<file path="src/rtl/id_ex_stage.sv">
// ID/EX pipeline register with ALU control decode, operand forwarding and load-use detection.
// Define ID_EX_FORWARDING_EN to enable the EX/MEM and MEM/WB forward muxes.
module id_ex_stage #(
  parameter int unsigned XLEN = 32
) (
  input  logic            clk,
  input  logic            reset,
  input  logic            stall,
  input  logic            flush,
  input  logic            id_valid,
  input  logic [XLEN-1:0] id_pc,
  input  logic [XLEN-1:0] id_rs1_data,
  input  logic [XLEN-1:0] id_rs2_data,
  input  logic [XLEN-1:0] id_imm,
  input  logic [4:0]      id_rs1,
  input  logic [4:0]      id_rs2,
  input  logic [4:0]      id_rd,
  input  logic [1:0]      id_alu_op,
  input  logic            id_alu_src,
  input  logic [2:0]      id_funct3,
  input  logic            id_funct7_5,
  input  logic            id_reg_write,
  input  logic            id_mem_read,
  input  logic            id_mem_write,
  input  logic            id_mem_to_reg,
  input  logic [4:0]      ex_mem_rd,
  input  logic            ex_mem_reg_write,
  input  logic [XLEN-1:0] ex_mem_result,
  input  logic [4:0]      mem_wb_rd,
  input  logic            mem_wb_reg_write,
  input  logic [XLEN-1:0] mem_wb_data,
  output logic [XLEN-1:0] alu_data1,
  output logic [XLEN-1:0] alu_data2,
  output logic [3:0]      alu_control,
  output logic [XLEN-1:0] ex_store_data,
  output logic            ex_valid,
  output logic [XLEN-1:0] ex_pc,
  output logic [4:0]      ex_rd,
  output logic            ex_reg_write,
  output logic            ex_mem_read,
  output logic            ex_mem_write,
  output logic            ex_mem_to_reg,
  output logic            load_use_hazard
);

  typedef enum logic [3:0] {
    ALU_AND  = 4'b0000,
    ALU_OR   = 4'b0001,
    ALU_ADD  = 4'b0010,
    ALU_SUB  = 4'b0110,
    ALU_ONES = 4'b1111
  } alu_ctl_e;

  alu_ctl_e        ctl_d, ctl_q;
  logic [XLEN-1:0] rs1_data_q, rs2_data_q, imm_q;
  logic [4:0]      rs1_q, rs2_q;
  logic            alu_src_q;
  logic [XLEN-1:0] fwd_rs1, fwd_rs2;

  // funct7_5 only selects SUB for register-register ops; addi never subtracts.
  always_comb begin
    ctl_d = ALU_ADD;
    case (id_alu_op)
      2'b00: ctl_d = ALU_ADD;
      2'b01: ctl_d = ALU_SUB;
      2'b10: begin
        case (id_funct3)
          3'b000:  ctl_d = (id_funct7_5 && !id_alu_src) ? ALU_SUB : ALU_ADD;
          3'b111:  ctl_d = ALU_AND;
          3'b110:  ctl_d = ALU_OR;
          default: ctl_d = ALU_ONES;
        endcase
      end
      default: ctl_d = ALU_ONES;
    endcase
  end

  always_ff @(posedge clk or posedge reset) begin
    if (reset) begin
      ex_valid      <= 1'b0;
      ex_pc         <= '0;
      rs1_data_q    <= '0;
      rs2_data_q    <= '0;
      imm_q         <= '0;
      rs1_q         <= '0;
      rs2_q         <= '0;
      ex_rd         <= '0;
      alu_src_q     <= 1'b0;
      ctl_q         <= ALU_ADD;
      ex_reg_write  <= 1'b0;
      ex_mem_read   <= 1'b0;
      ex_mem_write  <= 1'b0;
      ex_mem_to_reg <= 1'b0;
    end else if (flush) begin
      ex_valid      <= 1'b0;
      ex_pc         <= '0;
      rs1_data_q    <= '0;
      rs2_data_q    <= '0;
      imm_q         <= '0;
      rs1_q         <= '0;
      rs2_q         <= '0;
      ex_rd         <= '0;
      alu_src_q     <= 1'b0;
      ctl_q         <= ALU_ADD;
      ex_reg_write  <= 1'b0;
      ex_mem_read   <= 1'b0;
      ex_mem_write  <= 1'b0;
      ex_mem_to_reg <= 1'b0;
    end else if (!stall) begin
      ex_valid      <= id_valid;
      ex_pc         <= id_pc;
      rs1_data_q    <= id_rs1_data;
      rs2_data_q    <= id_rs2_data;
      imm_q         <= id_imm;
      rs1_q         <= id_rs1;
      rs2_q         <= id_rs2;
      ex_rd         <= id_rd;
      alu_src_q     <= id_alu_src;
      ctl_q         <= ctl_d;
      ex_reg_write  <= id_reg_write;
      ex_mem_read   <= id_mem_read;
      ex_mem_write  <= id_mem_write;
      ex_mem_to_reg <= id_mem_to_reg;
    end
  end

`ifdef ID_EX_FORWARDING_EN
  always_comb begin
    fwd_rs1 = rs1_data_q;
    if (ex_mem_reg_write && (ex_mem_rd != '0) && (ex_mem_rd == rs1_q))
      fwd_rs1 = ex_mem_result;
    else if (mem_wb_reg_write && (mem_wb_rd != '0) && (mem_wb_rd == rs1_q))
      fwd_rs1 = mem_wb_data;
  end

  always_comb begin
    fwd_rs2 = rs2_data_q;
    if (ex_mem_reg_write && (ex_mem_rd != '0) && (ex_mem_rd == rs2_q))
      fwd_rs2 = ex_mem_result;
    else if (mem_wb_reg_write && (mem_wb_rd != '0) && (mem_wb_rd == rs2_q))
      fwd_rs2 = mem_wb_data;
  end

  assign load_use_hazard = ex_valid & ex_mem_read & (ex_rd != '0) & id_valid &
                           ((ex_rd == id_rs1) | (ex_rd == id_rs2));
`else
  logic ex_hit, exmem_hit, unused_fwd;

  assign fwd_rs1 = rs1_data_q;
  assign fwd_rs2 = rs2_data_q;

  // Without forwarding every RAW dependency on EX or EX/MEM must stall.
  assign ex_hit    = ex_valid & ex_reg_write & (ex_rd != '0) &
                     ((ex_rd == id_rs1) | (ex_rd == id_rs2));
  assign exmem_hit = ex_mem_reg_write & (ex_mem_rd != '0) &
                     ((ex_mem_rd == id_rs1) | (ex_mem_rd == id_rs2));
  assign load_use_hazard = id_valid & (ex_hit | exmem_hit |
                           (ex_valid & ex_mem_read & (ex_rd != '0) &
                            ((ex_rd == id_rs1) | (ex_rd == id_rs2))));
  assign unused_fwd = ^{ex_mem_result, mem_wb_rd, mem_wb_reg_write, mem_wb_data};
`endif

  assign alu_data1     = fwd_rs1;
  assign alu_data2     = alu_src_q ? imm_q : fwd_rs2;
  assign ex_store_data = fwd_rs2;
  assign alu_control   = ctl_q;

endmodule

</file>
<file path="config.mk">
export PLATFORM = sky130hd
export DESIGN_NAME = id_ex_stage
export DESIGN_NICKNAME = d
export VERILOG_FILES = /design/src/rtl/id_ex_stage.sv
export SDC_FILE = /design/constraint.sdc
export NUM_CORES = 1
export LEC_CHECK = 0
export ABC_AREA = 1
export ABC_CLOCK_PERIOD_IN_PS = 5750
export BUFFER_PORTS_ARGS = -buffer_cell sky130_fd_sc_hd__buf_2
export CORE_AREA = 2 2 145 147
export DETAILED_ROUTE_END_ITERATION = 8
export DIE_AREA = 0 0 147 149
export GPL_TIMING_DRIVEN = 0
export PLACE_DENSITY = 0.6
export SETUP_SLACK_MARGIN = 0.05
export SYNTH_ARGS = -nofsm -noshare
export SYNTH_HDL_FRONTEND = slang
export SYNTH_SLANG_ARGS = --single-unit
</file>
<file path="constraint.sdc">
create_clock -name clk -period 5.75 [get_ports clk]
set_clock_uncertainty 0.05 [all_clocks]
set_input_delay 1.15 -clock clk [delete_from_list [all_inputs] [get_ports clk]]
set_output_delay 1.15 -clock clk [all_outputs]
set_load 0.05 [all_outputs]
</file>
==> flow_metrics.tcl, run 1 <==
set metrics [dict create \
    yosys-mux-area-fraction 0 \
    grt_antenna_before_repair 3 \
    drt_wl_total_mm 19.8 \
    grt.overflow.total 0 \
    crit_fanout 3 \
    firstDrtPassIters 4 \
    crit_start "ex_mem_rd[2]" \
    final_cell_mix "316 x buf_2, 142 x dfrtp_1, 119 x nand2_1, 98 x a22o_1, 56 x inv_1" \
    netSwitchingFraction 0.329 \
    hpwl_mm 14.7 \
    p_per_area_nw_per_um2 320 \
    setup_viol 0 \
    p_seq_frac 0.402 \
    dp_slack_ps 2410 \
    synth-compound-area-share 0.213 \
    grt_pass1_wl_mm 29.8 \
    cts_sinks 143 \
    yosysWarnings 0 \
    synth_xor_area_frac 0.00874 \
    die_h_um 149 \
    p_int_w 0.00183 \
    clock_latency_ps 410 \
    viasPerCell 4.51 \
    post-route-period-util 0.582 \
    boundaryPins 378 \
    ys_seq_elements 143 \
    portBuffers 307 \
    syn_nets 809 \
    clock_power_share 0.404 \
    clock_path_buffers 2 \
    dpl_cell_area_um2 7930 \
    drtIter0Drc 222 \
    hold_buffers 0 \
    slew_headroom 0.603 \
    ys_seq_area_frac 0.595 \
    synth_top_family_by_area "compound AO/OA/AOI/OAI gates" \
    holdWs_ps 425 \
    post-cts-setup-buffers 0 \
    dieArea_um2 21900 \
    cts-root-buf "clkbuf_16" \
    finalHoldViolations 0 \
    max_slew.worst_pin.slew_ps 595 \
    nNetsFinal 1136 \
    clk_pin_slew_worst_paths_ps 60 \
    die_x_um 147 \
    grt_max_degree 93 \
    syn_inst 574 \
    cts_max_level 4 \
    placementRows 53 \
    cts_tree "yes" \
    synthesis.area_um2 6020 \
    path_class "in2out" \
    drcViolationCount 0 \
    hp-class "reg2reg" \
    final_area_um2 8510 \
    p_comb_frac 0.194 \
    vias 5377 \
    postRouteAntennaNets 0 \
    rsz0062_at_grt "no" \
    coreArea_um2 20600 \
    fmax_mhz 299 \
    vdd_ir_drop_max_uv 172 \
    synth-simple-area-share 0.0950 \
    gp_congestion 0.874 \
    grt_pass1_vias 5383 \
    post_cts_resized 0 \
    cp.arrival_ps 2150 \
    cp.required_ps 4550 \
    setup_ws_ps 2400 \
    syn_to_final_growth_pct 41.5 \
    status "completed" \
    reg2reg_from "alu_src_q" \
    wl_per_cell_um 16.6 \
    synthAdderAreaFrac 0 \
    period_needed_ps 3350 \
    layout-drive-gt1-share 0.415 \
    numCtsBuffers 17 \
    cap_violations 0 \
    cp-end-kind "output pin" \
    initial_core_util 0.293 \
    gr-usage-all-layers 0.176 \
    leakagePower_nw 4.65 \
    netSwitchingPower_w 0.000897 \
    cp-start-kind "input pin" \
    hold_start "alu_control[3]" \
    ys_types 24 \
    maxSlewViolCount 0 \
    mostFrequentLayoutCell "buf_2" \
    postSynthAreaPerCell_um2 10.5 \
]
-- cell families (layout without fill, tap and decap cells) --
family | after synthesis | after routing
flip-flops | 143 | 143
XOR/XNOR | 6 | 6
AND/OR/NAND/NOR | 145 | 145
AO/OA/AOI/OAI | 180 | 180
other | 0 | 3
buffers and inverters | 100 | 440
-- per-stage QoR --
step           TNS [ps]  power, W   util  instances
3_5_place_dp          0   0.00165  0.386       1157
5_1_grt               0   0.00284  0.414       1192
2_1_floorplan         0   0.00147      -        574
6_report              0   0.00272  0.414       1192
3_3_place_gp    -170310   0.00164  0.384       1156
4_1_cts               0   0.00275  0.414       1189
-- worst paths after layout --
check / cells after the start / end / slack [ps]
worst min-delay path: 2 / alu_control[3] / 430
worst max register to register: 4 / alu_src_q / 4350
max in group asynchronous: 3 / ex_rd[0] / 4080
worst min register to register: 2 / alu_control[3] / 430
min in group asynchronous: 2 / alu_data1[20] / 710
worst max-delay path: 10 / load_use_hazard / 2400
-- power by group through the flow --
stage	clock network [W]	registers (W)	logic, W
2_1_floorplan	0	0.00126	0.000202
3_3_place_gp	0	0.00111	0.000528
3_5_place_dp	0	0.00111	0.000535
4_1_cts	0.00112	0.00109	0.000535
5_1_grt	0.00117	0.00110	0.000566
6_report	0.00110	0.00109	0.000529
-- cell type report --
| cell class | instances | area, um2 |
|---|---|---|
| timing repair buffer | 308 | 1560 |
| multi-input combinational | 331 | 1900 |
| antenna | 3 | 7.51 |
| clock buffer | 18 | 429 |
| inverter | 63 | 241 |
| clock inverter | 14 | 148 |
| tap | 275 | 344 |
| sequential | 143 | 3580 |
| buffer | 37 | 297 |
| fill | 2072 | 12000 |
-- synthesized netlist by cell type --
cell / instances / area (um2)
dfrtp_1: 142 / 3550
nand2_1: 119 / 447
a22o_1: 98 / 858
inv_1: 57 / 214
o21ai_1: 41 / 205
o21ai_0: 35 / 175
buf_6: 18 / 203
nor2_1: 15 / 56.3
buf_2: 9 / 45.0
clkbuf_1: 7 / 26.3
nand3_1: 7 / 35.0
inv_2: 6 / 22.5
xnor2_1: 4 / 35.0
buf_4: 3 / 22.5
a21oi_1: 2 / 10.0
nor2_4: 2 / 22.5
xor2_1: 2 / 17.5
a31oi_1: 1 / 6.26
dfstp_2: 1 / 26.3
nand4_1: 1 / 6.26
nor3_1: 1 / 5.00
o22a_1: 1 / 8.76
o22ai_1: 1 / 6.26
o311ai_1: 1 / 8.76
-- worst max-delay path: stages --
cell,delay (ps)
buf_2,110
inv_1,70
nand2_1,60
nand2_1,40
nor2_1,120
nand3_1,90
nand2_1,60
nand2_1,50
a21oi_1,110
buf_2,270
-- routing by layer --
layer  vias up  global-route usage  routed length [um]
li1       2616                   -                   -
met1      2563               0.238                8860
met2       175               0.281                9470
met3        23              0.0364                1020
met4         0              0.0659                 392
met5         -                   0                   0
Note: power is estimated with default switching activity, not from simulation.
==> run 2: changes to the inputs <==
ABC_CLOCK_PERIOD_IN_PS = 3000   (was 5750)
CORE_AREA = 2 2 147 149   (was 2 2 145 147)
DIE_AREA = 0 0 149 151   (was 0 0 147 149)
PLACE_DENSITY = 0.61   (was 0.6)
clock period = 3 ns   (was 5.75 ns; I/O delays follow)
==> run 2 against run 1 <==
  * Sequential share of layout area is 0.15 points lower
  * Non-clock buffer count rose by 2
  * Sequential cell count stayed put
  * Total power rose by 91%
==> flow_metrics.tcl, run 2 (synthesis gave the netlist of run 1 again) <==
set metrics [dict create \
    grt_pass1_vias 5324 \
    fmax_mhz 372 \
    placementRows 53 \
    dpl_cell_area_um2 7960 \
    nNetsFinal 1138 \
    wl_per_cell_um 16.9 \
    post-route-util 0.410 \
    cts_sinks 143 \
    slowest_stage "clkbuf_1" \
    initial_core_util 0.289 \
    finalHoldViolations 0 \
    die_h_um 151 \
    setup_viol 0 \
    crit_top_cell "buf_2" \
    clk_pin_slew_worst_paths_ps 60 \
    gp_congestion 0.825 \
    leakagePower_nw 4.65 \
    drcViolationCount 0 \
    viasPerCell 4.51 \
    cp-start-kind "flip-flop" \
    r2r_setup_slack_ps 1610 \
    post_cts_resized 0 \
    boundaryPins 378 \
    cts_max_level 4 \
    layout-drive-gt1-share 0.415 \
    clock_path_buffers 2 \
    hold_buffers 0 \
    cp.required_ps 2350 \
    coreArea_um2 20800 \
    setup_tns_ps 0 \
    hpwl_mm 15.6 \
    grt_max_degree 39 \
    syn_to_final_growth_pct 42.0 \
    drtIter0Drc 276 \
    post-cts-setup-buffers 0 \
    grt_antenna_before_repair 1 \
    dp_slack_ps 734 \
    holdWs_ps 302 \
    status "completed" \
    p_per_area_nw_per_um2 610 \
    hp-class "in2async" \
    period_needed_ps 2690 \
    rsz0062_at_grt "no" \
    numCtsBuffers 17 \
    grt.overflow.total 0 \
    vdd_ir_drop_max_uv 366 \
    max_slew.worst_pin.slew_ps 855 \
    drt_wl_total_mm 20.1 \
    firstDrtPassIters 4 \
    post-route-period-util 0.897 \
    multiInputGateArea_um2 1900 \
    slew_headroom 0.428 \
    clock_latency_ps 410 \
    final_area_um2 8540 \
    mostFrequentLayoutCell "buf_2" \
    crit_fanout 10 \
    path_cells "buf_2, clkbuf_1, nand2_1, o21ai_0, buf_2" \
    final_cell_mix "316 x buf_2, 142 x dfrtp_1, 119 x nand2_1, 98 x a22o_1, 56 x inv_1" \
    grt_pass1_wl_mm 30.0 \
    cts_tree "yes" \
    portBuffers 307 \
    cpPeakStageDelay_ps 460 \
    cts-root-buf "clkbuf_16" \
    cp.arrival_ps 2040 \
    setup_ws_ps 309 \
    vias 5373 \
    gr-usage-all-layers 0.176 \
    nFillCells 2134 \
    postRouteAntennaNets 0 \
    dieArea_um2 22500 \
    seqCellArea_um2 3580 \
    maxSlewViolCount 0 \
    cap_violations 0 \
    path_class "reg2out" \
    die_x_um 149 \
    cp-end-kind "output pin" \
]
## run 2: stage by stage
step / total power, W / cells
after floorplan: 0.00281 / 574
after global placement: 0.00315 / 1156
after detailed placement: 0.00316 / 1159
after CTS: 0.00528 / 1191
after global routing: 0.00544 / 1191
final: 0.00521 / 1192
## run 2: area by class of cell
| cell class | instances | area share |
|---|---|---|
| flip-flops and latches | 143 | 0.419 |
| multi-input cells | 331 | 0.223 |
| repair buffers | 310 | 0.187 |
| clock buffers | 20 | 0.0523 |
| well taps | 275 | 0.0403 |
| plain buffers | 37 | 0.0347 |
| inverters | 63 | 0.0281 |
| clock inverters | 12 | 0.0158 |
| diodes | 1 | 0.000293 |
## run 2: routing by layer
layer,part of all wire,GRT usage
met3,0.056,0.0455
met2,0.49,0.281
met4,0.014,0.0514
met1,0.44,0.236
met5,0,0
## run 2: where the power goes
part,switching [W],leakage (nW),internal (W)
clock network,0.000838,0.273,0.00125
logic,0.000726,2.48,0.000294
registers,0.0000635,1.90,0.00204
total,0.00163,4.65,0.00358
## run 2: worst max-delay path, delay by kind of cell, from the launching register on
family,cells,cell delay [ps]
AOI/OAI and AO/OA,1,120
and+or+nand+nor,1,140
buffers and inverters,3,1020
DFF,1,350
## run 2: worst paths after layout
kind | start | end | cells past startpoint
min | reset | alu_data1[29] | 2
min in group clk | id_rs2_data[1] | ex_store_data[1] | 3
max reg2reg | alu_src_q | alu_src_q | 4
max | alu_src_q | alu_data2[15] | 5
min reg2reg | alu_data1[6] | alu_data1[6] | 1
max in group asynchronous | reset | alu_control[1] | 3
